<file path="src/rtl/order_route_scheduler.sv">
// Round-robin order scheduler with token-bucket rate limiting and a kill switch.
// Optional per-requester grant counters and throttle-cycle counter under ORDER_SCHED_STATS_EN.
module order_route_scheduler #(
   parameter int TOKEN_MAX     = 8,
   parameter int REFILL_CYCLES = 16
) (
   input  logic         clk,
   input  logic         rst,
   input  logic [3:0]   req_valid,
   input  logic [255:0] req_symbol,
   input  logic [127:0] req_qty,
   input  logic [127:0] req_price,
   input  logic [31:0]  req_side,
   output logic [3:0]   req_ready,
   input  logic         halt_req,
   input  logic         resume,
   output logic [63:0]  order_symbol,
   output logic [31:0]  order_qty,
   output logic [31:0]  order_price,
   output logic [7:0]   order_side,
   output logic         order_valid,
   output logic [1:0]   order_src,
   output logic [7:0]   tokens,
   output logic [1:0]   sched_state
`ifdef ORDER_SCHED_STATS_EN
   ,
   output logic [31:0]  grant_count0,
   output logic [31:0]  grant_count1,
   output logic [31:0]  grant_count2,
   output logic [31:0]  grant_count3,
   output logic [31:0]  throttle_cycles
`endif
);

   typedef enum logic [1:0] {
      ST_RUN      = 2'd0,
      ST_THROTTLE = 2'd1,
      ST_HALT     = 2'd2
   } state_t;

   localparam logic [7:0]  TOK_MAX     = TOKEN_MAX[7:0];
   localparam logic [15:0] REFILL_LAST = 16'(REFILL_CYCLES - 1);

   state_t      state_q, state_d;
   logic [7:0]  tokens_q, tokens_d;
   logic [15:0] refill_cnt_q, refill_cnt_d;
   logic [1:0]  rr_ptr_q, rr_ptr_d;
   logic        order_valid_q, order_valid_d;
   logic [63:0] order_symbol_q, order_symbol_d;
   logic [31:0] order_qty_q, order_qty_d;
   logic [31:0] order_price_q, order_price_d;
   logic [7:0]  order_side_q, order_side_d;
   logic [1:0]  order_src_q, order_src_d;

   logic        grant_en;
   logic        refill_wrap;
   logic        found;
   logic [1:0]  winner;
   logic [1:0]  idx;

   // Search for the first requester at or after the round-robin pointer.
   always_comb begin
      winner = rr_ptr_q;
      found  = 1'b0;
      idx    = 2'd0;
      for (int k = 0; k < 4; k++) begin
         idx = rr_ptr_q + 2'(k);
         if (!found && req_valid[idx]) begin
            winner = idx;
            found  = 1'b1;
         end
      end
      grant_en  = !rst && (state_q == ST_RUN) && !halt_req && (tokens_q != 8'd0) && found;
      req_ready = grant_en ? (4'b0001 << winner) : 4'b0000;
   end

   // Tokens: a grant that coincides with a refill cancels out.
   always_comb begin
      refill_wrap  = (refill_cnt_q == REFILL_LAST);
      refill_cnt_d = refill_wrap ? 16'd0 : refill_cnt_q + 16'd1;
      tokens_d     = tokens_q;
      if (grant_en && !refill_wrap)
         tokens_d = tokens_q - 8'd1;
      else if (!grant_en && refill_wrap && (tokens_q != TOK_MAX))
         tokens_d = tokens_q + 8'd1;
      rr_ptr_d = grant_en ? winner + 2'd1 : rr_ptr_q;
   end

   always_comb begin
      state_d = state_q;
      if (halt_req)
         state_d = ST_HALT;
      else begin
         case (state_q)
            ST_RUN:      if (tokens_d == 8'd0) state_d = ST_THROTTLE;
            ST_THROTTLE: if (tokens_q != 8'd0) state_d = ST_RUN;
            ST_HALT:     if (resume) state_d = (tokens_q == 8'd0) ? ST_THROTTLE : ST_RUN;
            default:     state_d = ST_RUN;
         endcase
      end
   end

   always_comb begin
      order_valid_d  = grant_en;
      order_symbol_d = order_symbol_q;
      order_qty_d    = order_qty_q;
      order_price_d  = order_price_q;
      order_side_d   = order_side_q;
      order_src_d    = order_src_q;
      if (grant_en) begin
         order_symbol_d = req_symbol[64*winner +: 64];
         order_qty_d    = req_qty[32*winner +: 32];
         order_price_d  = req_price[32*winner +: 32];
         order_side_d   = req_side[8*winner +: 8];
         order_src_d    = winner;
      end
   end

   always_ff @(posedge clk or posedge rst) begin
      if (rst) begin
         state_q        <= ST_RUN;
         tokens_q       <= TOK_MAX;
         refill_cnt_q   <= 16'd0;
         rr_ptr_q       <= 2'd0;
         order_valid_q  <= 1'b0;
         order_symbol_q <= 64'd0;
         order_qty_q    <= 32'd0;
         order_price_q  <= 32'd0;
         order_side_q   <= 8'd0;
         order_src_q    <= 2'd0;
      end else begin
         state_q        <= state_d;
         tokens_q       <= tokens_d;
         refill_cnt_q   <= refill_cnt_d;
         rr_ptr_q       <= rr_ptr_d;
         order_valid_q  <= order_valid_d;
         order_symbol_q <= order_symbol_d;
         order_qty_q    <= order_qty_d;
         order_price_q  <= order_price_d;
         order_side_q   <= order_side_d;
         order_src_q    <= order_src_d;
      end
   end

   assign order_valid  = order_valid_q;
   assign order_symbol = order_symbol_q;
   assign order_qty    = order_qty_q;
   assign order_price  = order_price_q;
   assign order_side   = order_side_q;
   assign order_src    = order_src_q;
   assign tokens       = tokens_q;
   assign sched_state  = state_q;

`ifdef ORDER_SCHED_STATS_EN
   logic [31:0] grant_cnt_q [4];
   logic [31:0] grant_cnt_d [4];
   logic [31:0] throttle_cnt_q, throttle_cnt_d;

   always_comb begin
      for (int i = 0; i < 4; i++)
         grant_cnt_d[i] = grant_cnt_q[i] + {31'd0, req_ready[i]};
      throttle_cnt_d = throttle_cnt_q + {31'd0, (state_q == ST_THROTTLE)};
   end

   always_ff @(posedge clk or posedge rst) begin
      if (rst) begin
         for (int i = 0; i < 4; i++) grant_cnt_q[i] <= 32'd0;
         throttle_cnt_q <= 32'd0;
      end else begin
         for (int i = 0; i < 4; i++) grant_cnt_q[i] <= grant_cnt_d[i];
         throttle_cnt_q <= throttle_cnt_d;
      end
   end

   assign grant_count0    = grant_cnt_q[0];
   assign grant_count1    = grant_cnt_q[1];
   assign grant_count2    = grant_cnt_q[2];
   assign grant_count3    = grant_cnt_q[3];
   assign throttle_cycles = throttle_cnt_q;
`endif

endmodule

</file>
<file path="config.mk">
export PLATFORM = sky130hd
export DESIGN_NAME = order_route_scheduler
export DESIGN_NICKNAME = d
export VERILOG_FILES = /design/src/rtl/order_route_scheduler.sv
export SDC_FILE = /design/constraint.sdc
export NUM_CORES = 1
export LEC_CHECK = 0
export BUFFER_PORTS_ARGS = -buffer_cell sky130_fd_sc_hd__buf_2
export CORE_AREA = 2 2 272 274
export CTS_CLUSTER_DIAMETER = 120
export DETAILED_ROUTE_END_ITERATION = 8
export DIE_AREA = 0 0 274 276
export GPL_TIMING_DRIVEN = 0
export RECOVER_POWER = 100
export SETUP_SLACK_MARGIN = 0.2
export SYNTH_ARGS = -nofsm -noshare
export SYNTH_HDL_FRONTEND = slang
export SYNTH_SLANG_ARGS = --single-unit
</file>
<file path="constraint.sdc">
create_clock -name clk -period 5.09 [get_ports clk]
set_input_delay 1.018 -clock clk [delete_from_list [all_inputs] [get_ports clk]]
set_output_delay 1.018 -clock clk [all_outputs]
set_load 0.005 [all_outputs]
</file>
==> run_results.csv <==
group,metric,value,unit
run_status,run_status,"complete, but fails checks",
run_status,violations,"capacitance limit, slew limit",
clock_network,insertion_delay,480,ps
timing,final-setup-viol-count,0,
setup_path,critPathMaxFanout,10,
timing,rsz0062_at_grt,"false",
layout,design_area,0.0152,mm²
detailed_routing,drc,0,
synthesis,ys_top_cells_by_area,"dfrtp_1 (41%), mux4_2 (30%), nand2_1 (16%)",
detailed_routing,met3_length,4.02,mm
detailed_routing,drt_pre_antenna_iters,5,
detailed_routing,met2RoutedLength,25.7,mm
timing,worstMarginPinSlew,2230,ps
timing,slew_headroom,-48.8,%
synthesis,yosysWarnings,0,
placed_design,placed_cell_area,0.0149,mm²
setup_path,critPathKind,"primary input to output pin",
grt,grtUsageTotal,13.4,%
power_and_ir_drop,vdd.ir_drop.worst,0.187,mV
clock_network,cts_root_buf,"clkbuf_16",
setup_path,critical_path.startpoint,"halt_req",
worst_hold_path,hp-start,"refill_cnt_q[0]",
setup_path,start_kind,"primary input",
detailed_routing,vias_per_cell,3.94,
detailed_routing,vias,10417,
layout,layout_common_cells,"buf_2 (588), nand2_1 (423), clkbuf_1 (176), dfrtp_1 (166), mux4_2 (136)",
run,cap_violations,4,
floorplan,ios,705,
timing,skew,18.8,ps
synthesis,synth_area_leader_cell,"dfrtp_1",
worst_hold_path,hold_path_class,"flip-flop to flip-flop",
timing,setup_tns,0,ps
grt,grt_max_degree,39,
power_and_ir_drop,p_leak,7.33,nW
clock_network,hold_buffers,0,
clock_network,clk_pin_slew_worst_paths,70,ps
timing,fin_crit_sh,93.1,%
layout,drive_gt1_share,45.6,%
synthesis,syn_inst,936,
detailed_routing,drt-total-wl,51.7,mm
grt,grt_pass1_wl,72.4,mm
detailed_routing,wl_per_cell,19.6,µm
timing,fmax,211,MHz
grt,antenna_found_initial,13,
clock_network,cts_resized,0,
timing,setup_ws,352,ps
grt,first_global_vias,10998,
setup_path,rr_startpoint,"tokens[0]",
power_and_ir_drop,power.total,6.33,mW
layout,area_growth,51.7,%
synthesis,synth_fp_nets,1496,
placed_design,port_buffers,704,
clock_network,cts_buffers,17,
clock_network,tritoncts,"done",
setup_path,setup.worst_path.end_class,"output pin",
floorplan,die_height,276,µm
floorplan,die_w,274,µm
power_and_ir_drop,power.density,415,mW/mm²
timing,finalHoldViolCount,0,
synthesis,synth_top_cell_area_share,41.4,%
floorplan,dieArea,0.0756,mm²
synthesis,synth_cell_types,43,
timing,drv_slew,109,
placed_design,hpwl,42.4,mm
clock_network,clockBufferDepth,2,
timing,period_needed,4740,ps
grt,gr-total-overflow,0,
detailed_routing,topRoutingLayerUsed,"met5",
clock_network,clock-sinks,167,
placed_design,gp_congestion,0.930,
detailed_routing,met1Wirelength,20.3,mm
detailed_routing,drtIter0Drc,528,
setup_path,cp.arrival,3720,ps
layout,final_nets,2223,
setup_path,cp.required,4070,ps
synthesis,synth.avg_cell_area,10.7,µm²
floorplan,fp.coreArea,0.0726,mm²
detailed_routing,ant_nets,0,
clock_network,htreeDepth,4,
timing,hold_ws,460,ps
synthesis,ys_ff_latch,167,
floorplan,start_util,13.8,%
clock_network,post-cts-setup-buffers,0,
synthesis,ys_seq_area_share,41.6,%
placed_design,dp_slack,364,ps
synthesis,syn-cell-area,0.0100,mm²
layout,final_common_cell,"buf_2",
floorplan,rows,99,
cell usage after synthesis, drive strengths merged:
library cell / count
nand2: 423
dfrtp: 166
mux4: 136
clkbuf: 46
buf: 23
nor2: 16
xnor2: 12
inv: 11
nor4: 10
nand3: 9
ha: 8
o21ai: 8
and2: 7
nor3: 7
a21oi: 6
nand4: 6
or3: 6
xor2: 5
and3: 4
o22ai: 3
a211o: 2
a22oi: 2
mux2i: 2
nor2b: 2
nor4b: 2
a2111oi: 1
a211oi: 1
a41oi: 1
and4: 1
dfstp: 1
nand4bb: 1
nor3b: 1
o211ai: 1
o21bai: 1
o22a: 1
o31a: 1
o31ai: 1
or2: 1
or4: 1
cell families (layout without fill, tap and decap cells):
group,after synthesis,after routing,synth area share (%)
xor+xnor,17,17,1.48
fa+ha+maj,8,8,0.997
compound gates,29,29,1.93
mux,138,138,30.7
simple gates,497,497,20.0
flops,167,167,41.6
buf+inv,80,820,3.24
other cells,0,9,0
sequential cells by signal (all words and copies together), names as in the netlist, 8 cells and up:
name,flops
order_price,32
order_qty,32
order_side,8
order_symbol,64
refill_cnt_q,16
tokens,8
worst max-delay path, cell delays in order:
cell and delay [ps]:
clkbuf_1 120, or4_1 530, a211o_1 330, inv_1 110
buf_6 140, clkbuf_2 570, buf_2 520, and2_1 190
clkbuf_1 150
per-layer routing:
metal  up-vias  global-route usage, %
met5         -                      0
met4         2                   6.47
met3        71                   4.11
met2       539                   23.2
met1      5045                   14.9
li1       4760                      -
per-stage QoR:
stage	std cells	utilization, %
CTS	2635	21.3
global placement	2599	20.3
global route	2642	21.0
finish	2644	21.0
floorplan	936	-
detailed placement	2603	20.5
power breakdown:
group / total (mW) / internal [mW] / switching [mW] / leakage, nW
Clock: 1.35 / 0.661 / 0.690 / 0.275
Sequential: 2.04 / 1.76 / 0.280 / 2.10
Combinational: 2.93 / 1.39 / 1.55 / 4.96
final timing paths:
path | slack [ps] | endpoint | cells past startpoint
max | 350 | req_ready[2] | 9
min in group asynchronous | 920 | sched_state[0] | 2
max reg2reg | 1060 | order_symbol[25] | 9
min reg2reg | 460 | refill_cnt_q[0] | 1
max in group asynchronous | 1320 | order_price[26] | 4
min | 460 | refill_cnt_q[0] | 1
final cells by class:
class	instances	area (µm²)
sequential	167	4180
multi-input combinational	689	5540
clock inverter	14	138
antenna	9	22.5
fill	8103	57300
clock buffer	18	439
timing repair buffer	708	3400
buffer	69	283
tap	959	1200
inverter	11	42.5
Note: power is estimated with default switching activity, not from simulation.
